**src/rtl/memy_port_ctrl_pkg.sv**
```systemverilog
// Shared widths and priority-state type for the memory-Y port controller.
package memy_port_ctrl_pkg;

    localparam int DATA_W    = 16;
    localparam int ADDR_W    = 16;
    localparam int MEM_DEPTH = 256;

    typedef enum logic {
        PRI_X = 1'b0,
        PRI_Y = 1'b1
    } pri_e;

    function automatic pri_e other_port(input pri_e p);
        return (p == PRI_X) ? PRI_Y : PRI_X;
    endfunction

endpackage

```
**src/rtl/memy_port_ctrl_pipe.sv**
```systemverilog
// One RAM port: registers an accepted command onto the RAM pins and tracks
// outstanding reads so rvalid lines up with the RAM's registered read data.
module memy_port_pipe
    import memy_port_ctrl_pkg::*;
#(
    parameter int DW = DATA_W,
    parameter int AW = ADDR_W
) (
    input  logic          clk,
    input  logic          rst,
    input  logic          accept,
    input  logic          we,
    input  logic [AW-1:0] addr,
    input  logic [DW-1:0] wdata,
    output logic          ram_we,
    output logic [AW-1:0] ram_addr,
    output logic [DW-1:0] ram_data,
    input  logic [DW-1:0] ram_q,
    output logic          rvalid,
    output logic [DW-1:0] rdata
);

    logic rd_pend;

    // NOTE: state is updated with non-blocking assignments so every register
    // samples the pre-edge value of its neighbours regardless of statement order.
    always_ff @(posedge clk or posedge rst) begin
        if (rst) begin
            ram_we   <= 1'b0;
            ram_addr <= '0;
            ram_data <= '0;
            rd_pend  <= 1'b0;
            rvalid   <= 1'b0;
        end else begin
            ram_we  <= accept & we;
            rd_pend <= accept & ~we;
            rvalid  <= rd_pend;
            // Address holds while idle so the RAM just re-reads harmlessly.
            if (accept) begin
                ram_addr <= addr;
                ram_data <= wdata;
            end
        end
    end

    assign rdata = ram_q;

endmodule

```
**src/rtl/memy_port_ctrl.sv**
```systemverilog
// Dual-client front end for dualram: grants X/Y requests, serialises
// same-address hazards with an alternating priority, and returns read data.
module memy_port_ctrl
    import memy_port_ctrl_pkg::*;
#(
    parameter int DW = DATA_W,
    parameter int AW = ADDR_W
) (
    input  logic          clk,
    input  logic          rst,
    input  logic          x_req,
    input  logic          x_we,
    input  logic [AW-1:0] x_addr,
    input  logic [DW-1:0] x_wdata,
    output logic          x_gnt,
    output logic          x_rvalid,
    output logic [DW-1:0] x_rdata,
    input  logic          y_req,
    input  logic          y_we,
    input  logic [AW-1:0] y_addr,
    input  logic [DW-1:0] y_wdata,
    output logic          y_gnt,
    output logic          y_rvalid,
    output logic [DW-1:0] y_rdata,
    output logic          ram_we_x,
    output logic [AW-1:0] ram_addr_x,
    output logic [DW-1:0] ram_data_x,
    input  logic [DW-1:0] ram_q_x,
    output logic          ram_we_y,
    output logic [AW-1:0] ram_addr_y,
    output logic [DW-1:0] ram_data_y,
    input  logic [DW-1:0] ram_q_y
);

    pri_e pri, pri_nxt;
    logic conflict;

    // Two reads of one address are safe; any write involvement is a hazard.
    assign conflict = x_req && y_req && (x_addr == y_addr) && (x_we || y_we);

    always_ff @(posedge clk or posedge rst) begin
        if (rst) pri <= PRI_X;
        else     pri <= pri_nxt;
    end

    // NOTE: every output of this block is given a default before any branch,
    // so no path leaves a value unassigned and no latch is inferred.
    always_comb begin
        x_gnt   = 1'b0;
        y_gnt   = 1'b0;
        pri_nxt = pri;
        if (!rst) begin
            x_gnt = x_req && (!conflict || pri == PRI_X);
            y_gnt = y_req && (!conflict || pri == PRI_Y);
            // The loser of this conflict wins the next one.
            if (conflict) pri_nxt = other_port(pri);
        end
    end

    memy_port_pipe #(.DW(DW), .AW(AW)) u_pipe_x (
        .clk      (clk),
        .rst      (rst),
        .accept   (x_gnt),
        .we       (x_we),
        .addr     (x_addr),
        .wdata    (x_wdata),
        .ram_we   (ram_we_x),
        .ram_addr (ram_addr_x),
        .ram_data (ram_data_x),
        .ram_q    (ram_q_x),
        .rvalid   (x_rvalid),
        .rdata    (x_rdata)
    );

    memy_port_pipe #(.DW(DW), .AW(AW)) u_pipe_y (
        .clk      (clk),
        .rst      (rst),
        .accept   (y_gnt),
        .we       (y_we),
        .addr     (y_addr),
        .wdata    (y_wdata),
        .ram_we   (ram_we_y),
        .ram_addr (ram_addr_y),
        .ram_data (ram_data_y),
        .ram_q    (ram_q_y),
        .rvalid   (y_rvalid),
        .rdata    (y_rdata)
    );

endmodule

```
**config.mk**
```make
export PLATFORM = sky130hd
export DESIGN_NAME = memy_port_ctrl
export DESIGN_NICKNAME = d
export VERILOG_FILES = /design/src/rtl/memy_port_ctrl_pkg.sv /design/src/rtl/memy_port_ctrl_pipe.sv /design/src/rtl/memy_port_ctrl.sv
export SDC_FILE = /design/constraint.sdc
export NUM_CORES = 1
export LEC_CHECK = 0
export CAP_MARGIN = 15
export CELL_PAD_IN_SITES_DETAIL_PLACEMENT = 0
export CELL_PAD_IN_SITES_GLOBAL_PLACEMENT = 2
export CORE_MARGIN = 2
export CORE_UTILIZATION = 22
export CTS_CLUSTER_SIZE = 25
export DETAILED_ROUTE_END_ITERATION = 10
export PLACE_DENSITY = 0.91
export SYNTH_ARGS = -nofsm -noshare
export SYNTH_HDL_FRONTEND = slang
export SYNTH_SLANG_ARGS = --single-unit
```
**constraint.sdc**
```tcl
create_clock -name clk -period 4.4 [get_ports clk]
set_clock_uncertainty 0.05 [all_clocks]
set_input_delay 0.66 -clock clk [delete_from_list [all_inputs] [get_ports clk]]
set_output_delay 0.66 -clock clk [all_outputs]
set_load 0.1 [all_outputs]
```
==> results by group, run 1 <==
Floorplanning
  – DIE HEIGHT: ~140 um
  – Initial standard-cell utilization of the core: 22.6%
  – Die area: 18,900 um2
  – Top-level I/O count: just over 200
  – Core Box Area: 17,400 um2
  – Rows: 48
  – Horizontal die dimension: 138 um

Clock tree
  – PostCTS Resize Cnt: 0
  – TritonCTS Sinks: 71
  – Hold-fix buffers, CTS: 0
  – Clk Latency, worst-skew pair: between 300 and 400 ps
  – Clock Path Buffers: 2
  – Post-CTS setup repair buffer count: 0
  – Clk root buf: clkbuf_16
  – Count of H-tree levels built during CTS: 3
  – Number of clock buffers inserted by TritonCTS: 9
  – Clock tree from TritonCTS: done
  – Reg clk slew, reported paths: 50 ps

Setup path
  – Critical Path RT: roughly 3700 ps
  – Critical path data arrival time: 2770 ps
  – Instance count on the critical path: 8
  – Peak per-stage delay on the critical path: ~500 ps
  – Cells along the critical path: clkdlybuf4s50_1, xor2_1, nor3_1, and2_1, buf_4, and2_2, nor2_1, buf_12
  – Setup CP Type: input pin to output pin
  – Critical path buffer and inverter count: 3
  – Cell class contributing the biggest share of worst-path delay: buffers and inverters
  – Critical path capture point type: output pin
  – Slowest library cell on the worst path: clkdlybuf4s50_1
  – Worst R2R Path Depth: 5
  – Critical Path Start Type: input pin
  – Biggest fanout along the worst timing path: 33

Timing
  – Relative max-transition margin: 26.6%
  – Tightest Pin Transition: 1100 ps
  – RSZ-0062 raised after global routing: no
  – Setup-failing EPs final: 0
  – Final worst-path cycle share: 79.2%
  – Worst hold-check slack: 302 ps
  – Summed negative setup slack over all endpoints: 0 ps
  – Min cycle time layout: 3480 ps
  – Peak clock frequency supported by timing: 0.287 GHz
  – Worst setup margin: 916 ps
  – Number of endpoints with negative hold slack in the final report: 0
  – Number of pins exceeding their max-slew limit in the final report: 0

Synthesis
  – Fraction of synthesized cell area in xor and xnor cells: roughly 3.8%
  – Post-synthesis cell type with the largest combined area: dfrtp_1
  – Post-synthesis instance total: 434
  – Area share of the leading cell type in the synthesized netlist: a little under half
  – Share of synthesized area spent on multiplexers: 0%
  – Largest cells by area after synthesis: dfrtp_1 (45%), nand2_1 (12%), o211ai_2 (8.6%)
  – Synth Area per Inst: 9.05 um2
  – Post-synthesis adder-cell area fraction: 0%
  – Proportion of synthesized chip area in sequential cells: between 40% and 50%
  – Syn nets: approximately 540
  – Count of unique library cells instantiated by Yosys: 23
  – Compound-gate portion of the synthesized area: 15.9%
  – Number of storage elements in the synthesis netlist: 71
  – Combinational family with the most area after synthesis: simple AND/OR/NAND/NOR gates
  – Post-Synth Simple-Gate Area: 23.8%
  – Syn. warnings: 0
  – Cell area after technology mapping: 3930 um2

Layout
  – Share of cells above drive strength 1: 11.3%
  – Antenna Cells: 0
  – Net count, final: 630
  – Fill count: 1,744
  – Synthesis-to-finish area growth: 42.0%

Routing
  – Pre-Repair DR Iteration Count: 4
  – First-iteration detailed-routing DRC count: 190
  – Wire length per cell: 17.8 um
  – ANT nets after route: 0
  – Final wirelength: 13.4 mm
  – Via density per instance: approximately 4.7
  – Remaining DRCs: 0
  – Total via count in the routed design: 3,580

Global route
  – Number of global-route vias before repair: 3,564
  – Total global-route track usage: 14.3%
  – Number of antenna violations at the first check in global routing: 0
  – Maximum number of pins on one net before global-route repair: 51
  – First-pass GRT wire length: 20.2 mm
  – Total grt overflow: 0

Power
  – Maximum VDD drop: 0.221 mV
  – LEAKAGE: 2.20 nW
  – Total power per unit cell area: around 450 nW/um2

Status
  – Outcome: finished clean

Hold path
  – Worst hold path cell count: 0
  – Min-Delay Path Class: register to register

Place
  – Post-place setup slack: 941 ps
  – Routability Congestion: 0.776
  – Port buffer count: 139
  – Detailed Place HPWL: 9.61 mm

Flow run
  – Max-cap violation count: 0
==> logic make-up (layout without fill, tap and decap cells) <==
kind of cell | Yosys count | count (layout)
flops | 71 | 71
xor+xnor | 17 | 17
simple gates | 212 | 212
buf+inv | 69 | 166
compound gates | 65 | 65
==> power by group <==
part	total [mW]	internal (mW)	leakage, nW	switching (mW)
combinational	0.990	0.254	1.18	0.736
sequential	0.794	0.730	0.886	0.0641
clock	0.709	0.449	0.136	0.261
==> flip-flops by register name, summed over array words and instances (netlist names) <==
| register | count |
|---|---|
| u_pipe_x.rvalid | 1 |
| u_pipe_x.ram_addr | 16 |
| u_pipe_y.ram_data | 16 |
| u_pipe_x.ram_we | 1 |
| u_pipe_x.rd_pend | 1 |
| u_pipe_y.rvalid | 1 |
| u_pipe_y.ram_addr | 16 |
| u_pipe_y.rd_pend | 1 |
| u_pipe_y.ram_we | 1 |
| pri | 1 |
| u_pipe_x.ram_data | 16 |
==> placed cells by master (no fill, tap or decap) <==
master	n
bufinv_16	1
nand3_1	65
nor2b_2	2
clkbuf_16	9
xor2_1	3
buf_4	12
o211ai_2	27
nor3_2	1
clkinvlp_4	1
nand2_1	130
and2_2	1
nor3b_2	1
clkbuf_8	1
nor3b_1	1
nor2_1	2
o2111ai_1	1
nor3_1	2
clkbuf_1	3
xnor2_1	14
o211ai_1	37
dfrtp_1	71
nand4_1	3
buf_12	2
and2_1	2
clkdlybuf4s50_1	137
nor4_4	2
==> worst reg2reg max path: stages, from the launching register on <==
cell,delay [ps]
dfrtp_1,410
and2_1,150
buf_4,350
and2_2,230
buf_4,480
o211ai_1,200
==> cell type report <==
type	count	area (um2)	share of cell area, %
multi-input cells	294	1730	31.1
inverters	1	7.51	0.135
well taps	225	282	5.04
repair buffers	151	1500	26.9
clock inverters	1	30.0	0.538
clock buffers	13	250	4.48
flip-flops and latches	71	1780	31.8
==> metal layers <==
| metal | routed length (um) | up-vias | global-route usage, % | part of all wire (%) |
|---|---|---|---|---|
| met4 | 390 | 0 | 6.99 | 2.9 |
| met5 | 0 | - | 0 | 0 |
| met1 | 6090 | 1746 | 19.4 | 45 |
| met3 | 936 | 43 | 3.42 | 7.0 |
| met2 | 6010 | 150 | 21.3 | 45 |
| li1 | - | 1641 | - | - |
==> Yosys cell counts <==
cell type,number
nand2_1,130
dfrtp_1,71
nand3_1,65
buf_4,40
o211ai_1,37
o211ai_2,27
clkbuf_1,21
xnor2_1,14
buf_6,4
and2_1,3
nand4_1,3
xor2_1,3
buf_2,2
nor2_1,2
nor2b_1,2
nor3_1,2
nor4_2,2
clkbuf_2,1
inv_1,1
nor3_2,1
nor3b_1,1
nor3b_2,1
o2111ai_1,1
==> through the flow <==
| step | instance area (um2) | utilization (%) | power, mW | instances |
|---|---|---|---|---|
| 2_1_floorplan | 3930 | - | 1.63 | 434 |
| 3_3_place_gp | 5300 | 30.5 | 1.79 | 742 |
| 3_5_place_dp | 5300 | 30.5 | 1.80 | 742 |
| 4_1_cts | 5580 | 32.2 | 2.53 | 756 |
| 5_1_grt | 5580 | 32.2 | 2.58 | 756 |
| 6_report | 5580 | 32.2 | 2.49 | 756 |
==> path summary, 6_finish.rpt <==
check | from | end | slack, ps
max reg2reg | pri | u_pipe_x.ram_data[13] | 2380
min | u_pipe_y.rd_pend | u_pipe_y.rvalid | 300
max in group asynchronous | rst | u_pipe_x.ram_addr[7] | 2950
max | x_addr[0] | x_gnt | 920
min in group asynchronous | rst | u_pipe_y.ram_addr[8] | 940
min reg2reg | u_pipe_y.rd_pend | u_pipe_y.rvalid | 300
(Power assumes the default switching activity.)
==> run 2: changes to the inputs <==
==> constraint.sdc (replaced) <==
create_clock -name clk -period 3.4 [get_ports clk]
set_clock_uncertainty 0.05 [all_clocks]
set_input_delay 0.51 -clock clk [delete_from_list [all_inputs] [get_ports clk]]
set_output_delay 0.51 -clock clk [all_outputs]
set_load 0.1 [all_outputs]
==> results by group, run 2 (synthesized netlist as in run 1, its figures left out) <==
Clock tree
  – Post-CTS setup repair buffer count: 0 (unchanged)
  – Clk Latency, worst-skew pair: 340 ps (was 330 ps)
  – Number of clock buffers inserted by TritonCTS: 9 (unchanged)
  – Hold-fix buffers, CTS: 0 (unchanged)
  – Count of H-tree levels built during CTS: 3 (unchanged)
  – Clk root buf: clkbuf_16 (unchanged)
  – Clock tree from TritonCTS: done (unchanged)
  – Clock Path Buffers: 2 (unchanged)
  – PostCTS Resize Cnt: 0 (unchanged)
  – TritonCTS Sinks: 71 (unchanged)
  – Reg clk slew, reported paths: 50 ps (about the same)

Global route
  – Number of antenna violations at the first check in global routing: 0 (unchanged)
  – First-pass GRT wire length: 20.8 mm (was 20.2 mm)
  – Number of global-route vias before repair: 3,522 (was 3,564)
  – Maximum number of pins on one net before global-route repair: 36 (was 51)
  – Total grt overflow: 0 (unchanged)
  – Total global-route track usage: 15.0% (was 14.3%)

Floorplanning
  – Die area: 18,900 um2 (unchanged)
  – Core Box Area: 17,400 um2 (unchanged)
  – Rows: 48 (unchanged)
  – Initial standard-cell utilization of the core: 22.6% (unchanged)
  – Top-level I/O count: 204 (unchanged)
  – Horizontal die dimension: 138 um (unchanged)
  – DIE HEIGHT: 138 um (unchanged)

Timing
  – Peak clock frequency supported by timing: between 0.3 and 0.4 GHz
  – Final worst-path cycle share: 82.2%
  – Tightest Pin Transition: 1040 ps (was 1100 ps)
  – Min cycle time layout: 2800 ps
  – Summed negative setup slack over all endpoints: 0 ps (unchanged)
  – RSZ-0062 raised after global routing: no (unchanged)
  – Relative max-transition margin: 30.6% (was 26.6%)
  – Setup-failing EPs final: 0 (unchanged)
  – Number of pins exceeding their max-slew limit in the final report: 0 (unchanged)
  – Worst hold-check slack: 296 ps (was 302 ps)
  – Number of endpoints with negative hold slack in the final report: 0 (unchanged)

Status
  – Outcome: finished clean (unchanged)

Layout
  – Fill count: 1,734 (was 1,744)
  – Net count, final: 630 (unchanged)
  – Share of cells above drive strength 1: 15.8% (was 11.3%)
  – Synthesis-to-finish area growth: 42.7% (was 42.0%)
  – Sequential cell area: 1780 um2 (unchanged)
  – Final standard cell count with taps included and fillers excluded: 758 (was 756)
  – Multi-input gate area in the final layout: 1740 um2 (was 1730 um2)
  – Core Util, Final: 32.3% (was 32.2%)
  – Final standard cell area without fillers: 5610 um2 (was 5580 um2)
  – Most used cells in the layout excluding fill and tap cells: nand2_1 (130), clkdlybuf4s50_1 (120), dfrtp_1 (71), nand3_1 (65), o211ai_1 (37) (was clkdlybuf4s50_1 (137), nand2_1 (130), dfrtp_1 (71), nand3_1 (65), o211ai_1 (37))
  – Most frequent standard cell in the layout excluding fill and tap cells: nand2_1 (was clkdlybuf4s50_1)
  – Antenna Cells: 0 (unchanged)

Hold path
  – Worst hold path cell count: 0 (unchanged)
  – Hold_sp: u_pipe_y.rd_pend (unchanged)
  – Min-Delay Endpoint: u_pipe_y.rvalid (unchanged)
  – Min-Delay Path Class: register to register (unchanged)

Setup path
  – Critical Path RT: 2840 ps (was 3690 ps)
  – Cells along the critical path: clkdlybuf4s50_1, xnor2_1, o2111ai_1, nor4_4, and2_1, nor2_2, buf_12 (was clkdlybuf4s50_1, xor2_1, nor3_1, and2_1, buf_4, and2_2, nor2_1, buf_12)
  – Critical path data arrival time: 2240 ps (was 2770 ps)
  – Reg2reg end: u_pipe_y.ram_data[11] (was u_pipe_x.ram_data[13])
  – Biggest fanout along the worst timing path: 4 (was 33)
  – Launching point of the worst reg2reg path: pri (unchanged)
  – Critical path buffer and inverter count: 2 (was 3)
  – Slowest library cell on the worst path: clkdlybuf4s50_1 (unchanged)
  – Critical path capture point type: output pin (unchanged)
  – Setup slack of the worst register-to-register path: 1700 ps (was 2380 ps)
  – Worst R2R Path Depth: 4 (was 5)
  – Peak per-stage delay on the critical path: 570 ps (was 500 ps)
  – Cell class contributing the biggest share of worst-path delay: buffers and inverters (unchanged)
  – Setup CP Type: input pin to output pin (unchanged)
  – Critical Path Start Type: input pin (unchanged)

Routing
  – Via density per instance: 4.67 (was 4.74)
  – ANT nets after route: 0 (unchanged)
  – Pre-Repair DR Iteration Count: 4 (unchanged)
  – Wire length per cell: 18.4 um (was 17.8 um)
  – Final wirelength: 13.9 mm (was 13.4 mm)
  – Total via count in the routed design: 3,537 (was 3,580)
  – Remaining DRCs: 0 (unchanged)
  – First-iteration detailed-routing DRC count: 229 (was 190)

Place
  – Placed Instances: 742 (unchanged)
  – Detailed Place HPWL: 9.90 mm (was 9.61 mm)
  – Placed Area: 5260 um2 (was 5300 um2)
  – Routability Congestion: 0.776 (about the same)
  – Port buffer count: 139 (unchanged)

Power
  – Internal power contribution: 1.97 mW (was 1.43 mW)
  – Register share of total power: 30.3% (was 31.8%)
  – Total power per unit cell area: 604 nW/um2 (was 447 nW/um2)
  – LEAKAGE: 2.25 nW (was 2.20 nW)
  – Comb pwr share: 37.6% (was 39.7%)
  – Maximum VDD drop: 0.239 mV (was 0.221 mV)
  – Switching share of power: 41.9% (was 42.5%)
  – Share of power burned in the clock network: 32.1% (was 28.4%)
  – Net switching power: 1.42 mW (was 1.06 mW)

Flow run
  – Max-cap violation count: 0 (unchanged)
[run 2: cell count changes in the layout (fill, tap and decap cells not counted), sizes merged]
cell / previous run / this run
buf: 14 / 31
clkdlybuf4s50: 137 / 120
bufinv: 1 / 2
clkbuf: 13 / 12
clkinv: 0 / 1
clkinvlp: 1 / 2
[run 2: layout make-up]
cell class / instances / share of cell area (%)
clock buffers: 12 / 4.75
well taps: 225 / 5.02
flip-flops and latches: 71 / 31.7
repair buffers: 151 / 26.0
clock inverters: 4 / 1.36
inverters: 1 / 0.134
multi-input cells: 294 / 31.0
[run 2: worst max-delay path by stage]
stage,slack (ps),from,end,cells past startpoint
after floorplan,130,rst,x_gnt,4
after global placement,580,y_addr[7],u_pipe_x.ram_data[12],7
after detailed placement,500,y_addr[7],u_pipe_x.ram_data[12],7
after CTS,570,rst,x_gnt,5
after global routing,480,y_addr[0],x_gnt,7
final,600,y_addr[7],y_gnt,7
[run 2: per-layer routing]
| layer | up-vias | share of wire (%) | track usage, % | wire length [um] |
|---|---|---|---|---|
| li1 | 1641 | - | - | - |
| met1 | 1745 | 45 | 20.4 | 6210 |
| met2 | 133 | 47 | 22.3 | 6500 |
| met3 | 18 | 6.5 | 3.38 | 900 |
| met4 | 0 | 2.4 | 7.33 | 338 |
| met5 | - | 0 | 0 | 0 |
[run 2: through the flow]
step	power, mW	setup WS [ps]
floorplan	2.11	128
global placement	2.30	579
detailed placement	2.32	497
CTS	3.43	567
global route	3.51	484
finish	3.39	605
[run 2: power by group through the flow]
stage                     Sequential [mW]  Combinational (mW)  Clock [mW]
after floorplan                      1.74               0.374           0
final                                1.03                1.27        1.09
after CTS                            1.03                1.28        1.12
after global placement               1.03                1.27           0
after global routing                 1.04                1.32        1.15
after detailed placement             1.04                1.28           0
==> run 3: changes to the inputs <==
==> constraint.sdc (replaced) <==
create_clock -name clk -period 2.7 [get_ports clk]
set_clock_uncertainty 0.05 [all_clocks]
set_input_delay 0.405 -clock clk [delete_from_list [all_inputs] [get_ports clk]]
set_output_delay 0.405 -clock clk [all_outputs]
set_load 0.1 [all_outputs]
==> results by group, run 3 (synthesized netlist as in run 1, its figures left out) <==
Status
  – Outcome: finished clean (unchanged)

Setup path
  – Instance count on the critical path: 7 (unchanged)
  – Critical Path Start Type: input pin (unchanged)
  – Critical path data arrival time: 2110 ps (was 2240 ps)
  – Slowest library cell on the worst path: clkdlybuf4s50_1 (unchanged)
  – Worst R2R Path Depth: 4 (unchanged)
  – Setup CP Type: input pin to output pin (unchanged)
  – Peak per-stage delay on the critical path: 560 ps (was 570 ps)
  – Critical path buffer and inverter count: 2 (unchanged)
  – Critical path capture point type: output pin (unchanged)
  – Critical Path RT: 2250 ps (was 2840 ps)
  – Cell class contributing the biggest share of worst-path delay: simple AND/OR/NAND/NOR gates (was buffers and inverters)
  – Biggest fanout along the worst timing path: 4 (unchanged)
  – Cells along the critical path: clkdlybuf4s50_1, xnor2_1, nand4_1, nor4_4, and2_4, nor2_4, buf_12 (was clkdlybuf4s50_1, xnor2_1, o2111ai_1, nor4_4, and2_1, nor2_2, buf_12)

Global route
  – Global routing met1 resource utilization: 18.5% (was 20.4%)
  – Total global-route track usage: 14.6% (was 15.0%)
  – Total grt overflow: 0 (unchanged)
  – Layer with the highest usage: met2 (unchanged)
  – Maximum number of pins on one net before global-route repair: 50 (was 36)
  – First-pass GRT wire length: 20.9 mm (was 20.8 mm)
  – Number of antenna violations at the first check in global routing: 0 (unchanged)
  – Number of global-route vias before repair: 3,724 (was 3,522)
  – GR met2 Demand/Resource: 23.7% (was 22.3%)
  – Routing usage on met3: 2.69% (was 3.38%)

Clock tree
  – Clk Latency, worst-skew pair: 340 ps (about the same)
  – Clk root buf: clkbuf_16 (unchanged)
  – Count of H-tree levels built during CTS: 3 (unchanged)
  – Reg clk slew, reported paths: 60 ps (was 50 ps)
  – Clock Path Buffers: 2 (unchanged)
  – Clock tree from TritonCTS: done (unchanged)
  – TritonCTS Sinks: 71 (unchanged)
  – Number of clock buffers inserted by TritonCTS: 9 (unchanged)

Timing
  – Number of pins exceeding their max-slew limit in the final report: 0 (unchanged)
  – Min cycle time layout: 2560 ps
  – Summed negative setup slack over all endpoints: 0 ps (unchanged)
  – Worst setup margin: 138 ps (was 605 ps)
  – Relative max-transition margin: 53.7% (was 30.6%)
  – Peak clock frequency supported by timing: between 0.3 and 0.4 GHz
  – RSZ-0062 raised after global routing: no (unchanged)
  – Final worst-path cycle share: roughly 95%
  – Tightest Pin Transition: 694 ps (was 1040 ps)
  – Setup-failing EPs final: 0 (unchanged)
  – Number of endpoints with negative hold slack in the final report: 0 (unchanged)

Layout
  – Share of cells above drive strength 1: 27.3% (was 15.8%)
  – Most used cells in the layout excluding fill and tap cells: nand2_1 (128), buf_4 (88), dfrtp_1 (71), clkdlybuf4s50_1 (67), nand3_1 (65) (was nand2_1 (130), clkdlybuf4s50_1 (120), dfrtp_1 (71), nand3_1 (65), o211ai_1 (37))
  – Fill count: 1,776 (was 1,734)
  – Synthesis-to-finish area growth: 40.8% (was 42.7%)
  – Sequential cell area: 1780 um2 (unchanged)
  – Net count, final: 639 (was 630)
  – Multi-input gate area in the final layout: 1770 um2 (was 1740 um2)
  – Core Util, Final: 31.9% (was 32.3%)
  – Most frequent standard cell in the layout excluding fill and tap cells: nand2_1 (unchanged)
  – Antenna Cells: 0 (unchanged)

Routing
  – Remaining DRCs: 0 (unchanged)
  – First-iteration detailed-routing DRC count: 186 (was 229)
  – Pre-Repair DR Iteration Count: 5 (was 4)
  – Wire length per cell: 17.5 um (was 18.4 um)
  – ANT nets after route: 0 (unchanged)
  – Total via count in the routed design: 3,600 (was 3,537)
  – Final wirelength: 13.4 mm (was 13.9 mm)
  – Via density per instance: 4.69 (was 4.67)

Floorplanning
  – Horizontal die dimension: 138 um (unchanged)
  – Rows: 48 (unchanged)
  – DIE HEIGHT: 138 um (unchanged)
  – Core Box Area: 17,400 um2 (unchanged)
  – Top-level I/O count: 204 (unchanged)
  – Die area: 18,900 um2 (unchanged)
  – Initial standard-cell utilization of the core: 22.6% (unchanged)

Hold path
  – Min-Delay Path Class: register to register (unchanged)
  – Worst hold path cell count: 0 (unchanged)

Power
  – Maximum VDD drop: 0.285 mV (was 0.239 mV)
  – LEAKAGE: 2.35 nW (was 2.25 nW)
  – Net switching power: 1.79 mW (was 1.42 mW)
  – Switching share of power: 45.0% (was 41.9%)
  – Internal power contribution: 2.19 mW (was 1.97 mW)
  – Register share of total power: 32.5% (was 30.3%)
  – Comb pwr share: 39.7% (was 37.6%)
  – Total power per unit cell area: 719 nW/um2 (was 604 nW/um2)
  – Share of power burned in the clock network: 27.8% (was 32.1%)

Place
  – Port buffer count: 139 (unchanged)
  – Post-place setup slack: 42.4 ps (was 497 ps)
  – Routability Congestion: 0.758 (was 0.776)
  – Detailed Place HPWL: 9.84 mm (was 9.90 mm)

Flow run
  – Max-cap violation count: 0 (unchanged)
-- run 3: changes by cell type in the layout (fill, tap and decap cells not counted), moves of 3 or more --
cell and change:
buf_4 +59, clkdlybuf4s50_1 -53, clkinvlp_4 +5, clkbuf_8 -3
-- run 3: worst paths after layout --
kind	startpoint	end	slack, ps
setup / recovery	y_addr[13]	y_gnt	140
hold / removal	u_pipe_x.rd_pend	u_pipe_x.rvalid	300
setup reg to reg	pri	u_pipe_y.ram_data[8]	1150
hold reg to reg	u_pipe_x.rd_pend	u_pipe_x.rvalid	300
max in group asynchronous	rst	u_pipe_y.ram_data[6]	1230
min in group asynchronous	rst	u_pipe_x.ram_data[7]	410
-- run 3: final cells by class --
| class | count | area share, % |
|---|---|---|
| flip-flops and latches | 71 | 32.1 |
| multi-input cells | 294 | 32.1 |
| repair buffers | 160 | 25.6 |
| well taps | 225 | 5.09 |
| clock buffers | 9 | 4.07 |
| clock inverters | 7 | 0.905 |
| inverters | 1 | 0.136 |
-- run 3: power groups by stage --
stage / clock, mW / sequential (mW) / combinational (mW)
global placement: 0 / 1.30 / 1.57
global route: 1.20 / 1.31 / 1.64
detailed placement: 0 / 1.31 / 1.59
CTS: 1.14 / 1.29 / 1.59
finish: 1.11 / 1.29 / 1.58
floorplan: 0 / 2.19 / 0.474
-- run 3: worst register-to-register path, cell delays in order, from the launching register on --
cell	delay, ps
dfrtp_1	440
nor4_4	310
and2_4	210
buf_4	260
o211ai_1	150
-- run 3: per-layer routing --
metal | share of wire, % | wire length (um) | vias to the layer above
li1 | - | - | 1667
met1 | 43 | 5790 | 1761
met2 | 48 | 6420 | 138
met3 | 5.4 | 728 | 34
met4 | 3.5 | 471 | 0
met5 | 0 | 0 | -
-- run 3: what timing repair did --
action | in CTS | in global routing
setup endpoints to repair | 0 | 2
buffers inserted | 0 | 3
resized for setup | 0 | 5
hold buffers | 0 | 0
-- run 3: per-stage QoR --
| stage | instances | total power, mW | hold slack, ps | instance area (um2) |
|---|---|---|---|---|
| CTS | 764 | 4.02 | 309 | 5490 |
| global placement | 748 | 2.87 | 289 | 5220 |
| finish | 767 | 3.97 | 305 | 5530 |
| detailed placement | 748 | 2.90 | 293 | 5220 |
| floorplan | 434 | 2.67 | 281 | 3970 |
| global route | 767 | 4.15 | 318 | 5530 |
